==> config.mk <==
export PLATFORM = sky130hd
export DESIGN_NAME = evaluate_sequencer
export DESIGN_NICKNAME = d
export VERILOG_FILES = /design/src/rtl/evaluate_sequencer.sv
export SDC_FILE = /design/constraint.sdc
export NUM_CORES = 2
export LEC_CHECK = 0
export CORE_ASPECT_RATIO = 0.9
export CORE_MARGIN = 2
export CORE_UTILIZATION = 41
export DETAILED_ROUTE_END_ITERATION = 8
export GPL_ROUTABILITY_DRIVEN = 1
export PLACE_DENSITY = 0.74
export SLEW_MARGIN = 25
export SYNTH_ARGS = -nofsm -noshare
export SYNTH_HDL_FRONTEND = slang
export SYNTH_SLANG_ARGS = --single-unit
==> constraint.sdc <==
create_clock -name clk -period 16.1 [get_ports clk]
set_clock_uncertainty 0.2 [all_clocks]
set_input_delay 2.415 -clock clk [delete_from_list [all_inputs] [get_ports clk]]
set_output_delay 2.415 -clock clk [all_outputs]
set_load 0.005 [all_outputs]
==> src/rtl/evaluate_sequencer.sv <==
// Evaluation sequencer: broadcasts one board to the evaluator bank, gathers
// every mg/eg term, sums them and tapers the totals by game phase.
`ifndef BOARD_WIDTH
`define BOARD_WIDTH 64
`endif

module evaluate_sequencer #(
  parameter int EVAL_WIDTH = 22,
  parameter int NUM_EVAL   = 4,
  parameter int TIMEOUT    = 64
) (
  input  logic                           clk,
  input  logic                           reset,
  input  logic                           board_in_valid,
  output logic                           board_in_ready,
  input  logic [`BOARD_WIDTH-1:0]        board_in,
  input  logic [8:0]                     phase_in,
  output logic [`BOARD_WIDTH-1:0]        eval_board,
  output logic                           eval_board_valid,
  output logic                           eval_clear,
  input  logic [NUM_EVAL-1:0]            eval_valid_in,
  input  logic [NUM_EVAL*EVAL_WIDTH-1:0] eval_mg_in,
  input  logic [NUM_EVAL*EVAL_WIDTH-1:0] eval_eg_in,
  output logic                           result_valid,
  input  logic                           result_ready,
  output logic signed [EVAL_WIDTH-1:0]   result_mg,
  output logic signed [EVAL_WIDTH-1:0]   result_eg,
  output logic signed [EVAL_WIDTH-1:0]   result_score,
  output logic                           result_error
);

  localparam int EW = EVAL_WIDTH;
  localparam int SW = EW + 3;
  localparam int BW = EW + 10;
  localparam int CW = $clog2(TIMEOUT + 1);

  typedef enum logic [2:0] {
    S_IDLE,
    S_LAUNCH,
    S_WAIT,
    S_SUM,
    S_BLEND,
    S_OUT,
    S_CLEAR,
    S_GAP
  } state_t;

  state_t                     state_q;
  logic [CW-1:0]              cnt_q;
  logic [8:0]                 phase_q;
  logic [`BOARD_WIDTH-1:0]    board_q;
  logic [NUM_EVAL*EW-1:0]     mg_q;
  logic [NUM_EVAL*EW-1:0]     eg_q;
  logic                       ready_q;
  logic                       bvalid_q;
  logic                       clear_q;
  logic                       rvalid_q;
  logic                       error_q;
  logic signed [EW-1:0]       res_mg_q;
  logic signed [EW-1:0]       res_eg_q;
  logic signed [EW-1:0]       res_score_q;

  logic [8:0]                 phase_c;
  logic [8:0]                 phase_inv;
  logic signed [SW-1:0]       sum_mg;
  logic signed [SW-1:0]       sum_eg;
  logic signed [BW-1:0]       blend;

  assign phase_c = (phase_in > 9'd256) ? 9'd256 : phase_in;

  always_comb begin
    sum_mg = '0;
    sum_eg = '0;
    for (int i = 0; i < NUM_EVAL; i++) begin
      sum_mg = sum_mg + SW'($signed(mg_q[i*EW +: EW]));
      sum_eg = sum_eg + SW'($signed(eg_q[i*EW +: EW]));
    end
  end

  // Taper works on the already-wrapped sums so score matches result_mg/eg.
  always_comb begin
    phase_inv = 9'd256 - phase_q;
    blend = BW'(res_mg_q) * BW'($signed({1'b0, phase_q}))
          + BW'(res_eg_q) * BW'($signed({1'b0, phase_inv}));
  end

  always_ff @(posedge clk) begin
    if (reset) begin
      state_q     <= S_IDLE;
      cnt_q       <= '0;
      phase_q     <= '0;
      board_q     <= '0;
      mg_q        <= '0;
      eg_q        <= '0;
      ready_q     <= 1'b1;
      bvalid_q    <= 1'b0;
      clear_q     <= 1'b0;
      rvalid_q    <= 1'b0;
      error_q     <= 1'b0;
      res_mg_q    <= '0;
      res_eg_q    <= '0;
      res_score_q <= '0;
    end else begin
      clear_q <= 1'b0;
      unique case (state_q)
        S_IDLE: begin
          if (board_in_valid) begin
            board_q  <= board_in;
            phase_q  <= phase_c;
            ready_q  <= 1'b0;
            bvalid_q <= 1'b1;
            state_q  <= S_LAUNCH;
          end
        end
        S_LAUNCH: begin
          cnt_q   <= '0;
          state_q <= S_WAIT;
        end
        S_WAIT: begin
          cnt_q <= cnt_q + 1'b1;
          if (&eval_valid_in) begin
            mg_q    <= eval_mg_in;
            eg_q    <= eval_eg_in;
            error_q <= 1'b0;
            state_q <= S_SUM;
          end else if (cnt_q == CW'(TIMEOUT - 1)) begin
            error_q     <= 1'b1;
            res_mg_q    <= '0;
            res_eg_q    <= '0;
            res_score_q <= '0;
            rvalid_q    <= 1'b1;
            state_q     <= S_OUT;
          end
        end
        S_SUM: begin
          res_mg_q <= EW'(sum_mg);
          res_eg_q <= EW'(sum_eg);
          state_q  <= S_BLEND;
        end
        S_BLEND: begin
          res_score_q <= EW'(blend >>> 8);
          rvalid_q    <= 1'b1;
          state_q     <= S_OUT;
        end
        S_OUT: begin
          if (result_ready) begin
            rvalid_q <= 1'b0;
            bvalid_q <= 1'b0;
            clear_q  <= 1'b1;
            state_q  <= S_CLEAR;
          end
        end
        S_CLEAR: begin
          state_q <= S_GAP;
        end
        S_GAP: begin
          ready_q <= 1'b1;
          state_q <= S_IDLE;
        end
        default: begin
          ready_q  <= 1'b1;
          bvalid_q <= 1'b0;
          rvalid_q <= 1'b0;
          state_q  <= S_IDLE;
        end
      endcase
    end
  end

  assign board_in_ready   = ready_q;
  assign eval_board       = board_q;
  assign eval_board_valid = bvalid_q;
  assign eval_clear       = clear_q;
  assign result_valid     = rvalid_q;
  assign result_mg        = res_mg_q;
  assign result_eg        = res_eg_q;
  assign result_score     = res_score_q;
  assign result_error     = error_q;

endmodule

==> reports/results.tsv <==
stage	metric	value	unit
status	status	completed	
sta	hold_viol	0	
layout	final_nets	4319	
routing	wl_met1	33.0	mm
critical_path	cpPeakStageDelay	920	ps
global_route	grt_pass1_vias	23200	
sta	max_freq	118	MHz
clocking	root_buffer	clkbuf_16	
synthesis	synth_edf_count	0	
global_route	antenna_found_initial	7	
clocking	cts_hold_buffers	0	
routing	vias	22300	
die	core-area	68200	um2
layout	drive_gt1_share	3.18	%
sta	setup_viol	0	
clocking	post_cts_buffers	0	
routing	met2WireLength	37.1	mm
critical_path	slowest_stage	dfxtp_1	
clocking	path_clk_slew	80	ps
synthesis	syn-cell-area	28100	um2
clocking	post_cts_resized	0	
critical_path	arrival	8730	ps
layout	fillers	6266	
synthesis	yosysTopAreaCellShare	32.1	%
routing	antenna_left	0	
place	placed_area	32700	um2
layout	regArea	6610	um2
sta	slew_headroom	31.9	%
clocking	clock-sinks	330	
critical_path	critPathKind	reg2reg	
die	start_util	41.2	%
global_route	grt_usage	23.2	%
layout	post-route-util	49.9	%
sta	rsz0062_at_grt	no	
power	powerDensity	70.8	nW/um2
global_route	grt_max_degree	150	
synthesis	synth_cell_type_count	61	
sta	tightestPinTransition	1020	ps
routing	drc_errors	0	
clocking	insertion_delay	560	ps
die	die_w	280	um
power	p_leak	15.3	nW
place	routabilityCongestion	0.882	
run	cap_violations	0	
layout	multi_input_area	19400	um2
layout	stdcell_area	34000	um2
synthesis	synth.top_cells.by_area	fa_1 32%, dfxtp_1 24%, nand2_1 10%	
die	die_area	70600	um2
min_path	hp-class	reg2reg	
synthesis	avgSynthCellArea	8.81	um2
synthesis	synth_area_leader_cell	fa_1	
global_route	grt_pass1_wl	128	mm
synthesis	synthCells	3190	
critical_path	crit_family	adder cells	
global_route	gr-total-overflow	0	
critical_path	critPathBufInv	5	
critical_path	cp.required	16380	ps
synthesis	syn_nets	4047	
place	place_hpwl	62.3	mm
clocking	cts_made_buffers	39	
synthesis	synth_flop_cell	dfxtp_1	
layout	final_common_cell	nand2_1	
place	dp.cells	4303	
clocking	cts_tree	yes	
die	fp.dieH	252	um
clocking	htreeDepth	2	
synthesis	seq_area_frac_synth	23.5	%
critical_path	crit_fanout	28	
die	ios	392	
layout	final-instance-count-excl-fill	4375	
synthesis	ys_ff_latch	330	
critical_path	endpoint_kind	flip-flop	
sta	drv_slew	0	
routing	drt_iter0_drc	1429	
sta	fin_crit_sh	52.5	%
synthesis	yosysWarnings	0	
routing	drt-pass1-iter-count	5	
routing	via_per_inst	5.10	
sta	finalSetupTns	0	ps
place	port_buffers	391	
routing	met3_length	9.06	mm
critical_path	critPathMostFrequentCell	fa_1	
synthesis	async_flop_share	0	%
routing	routedWlPerCell	18.5	um
die	std_cell_rows	91	
clocking	cts_buffer_depth	3	
layout	mostFrequentLayoutCells	775 x nand2_1, 451 x fa_1, 390 x inv_1, 390 x clkdlybuf4s50_1, 329 x dfxtp_1	
critical_path	cp-start-kind	flip-flop	
sta	fin_crit	8460	ps
routing	dr.max_layer_used	met5	
layout	area_growth	21.1	%
power	vdd.ir_drop.worst	0.0982	mV
routing	wirelength	80.9	mm
==> area by class of cell <==
type	instances	share of cell area (%)
antenna	3	0.0221
timing repair buffer	421	12.2
clock buffer	52	3.25
sequential	330	19.4
multi-input combinational	2279	56.9
clock inverter	16	0.621
tap	883	3.25
inverter	391	4.31
==> tightest hold or removal path, cell delays in order (launching register included) <==
cell,delay [ps]
dfxtp_1,310
nand2_1,50
a21oi_1,50
==> per-stage QoR <==
stage | setup WS [ps] | hold WS (ps) | power (mW)
floorplan | 8610 | 241 | 1.20
global placement | 7590 | 240 | 1.49
detailed placement | 7800 | 246 | 1.49
CTS | 7770 | 253 | 2.43
global route | 7270 | 268 | 2.52
finish | 7640 | 251 | 2.41
==> state kept, by name (all words and copies together) (netlist names), 7 cells and up <==
signal,count
cnt_q,7
eval_board,64
result_score,22
mg_q,88
result_mg,22
phase_q,9
eg_q,88
result_eg,22
==> cell families (layout without fill, tap and decap cells) <==
family / Yosys count / after routing / synth area share [%]
adder cells (fa/ha/maj): 600 / 600 / 38.8
buffers and inverters: 581 / 880 / 7.82
AO/OA/AOI/OAI: 481 / 481 / 9.92
multiplexers: 5 / 5 / 0.183
AND/OR/NAND/NOR: 1105 / 1105 / 17.0
flip-flops: 330 / 330 / 23.5
XOR/XNOR: 88 / 88 / 2.74
other: 0 / 3 / 0
==> synthesized netlist by cell type, types with 6 or more instances <==
cell	n
inv_1	390
a22oi_1	34
dfxtp_1	330
o211ai_1	8
nand2_1	775
xnor2_1	60
nor3_1	20
o21ai_0	35
a21oi_1	300
nor3b_1	9
buf_2	6
and2_1	139
ha_1	149
nor2_1	79
or3_1	8
a21o_1	22
fa_1	451
nor2b_1	32
a22o_1	17
a31oi_1	6
nand3_1	12
clkbuf_1	176
xor2_1	28
nand2b_1	9
o21ai_1	15
buf_1	7
==> routing by layer <==
metal | track usage, % | up-vias
li1 | - | 10400
met1 | 29.7 | 10900
met2 | 37.4 | 878
met3 | 8.23 | 103
met4 | 5.81 | 4
met5 | 0 | -
==> worst paths after layout <==
check | startpoint | end | slack (ps) | cells after the start
worst min-delay path | eval_board[29] | eval_board[29] | 250 | 2
worst min register to register | eval_board[29] | eval_board[29] | 250 | 2
worst max-delay path | phase_q[1] | result_score[21] | 7640 | 26
worst max register to register | phase_q[1] | result_score[21] | 7640 | 26
==> power by group <==
group | internal, mW | switching [mW] | leakage [nW]
Clock | 0.549 | 0.379 | 0.632
Sequential | 0.867 | 0.0589 | 2.67
Combinational | 0.216 | 0.340 | 12.0
No activity file was read; power rests on OpenSTA's default activity.
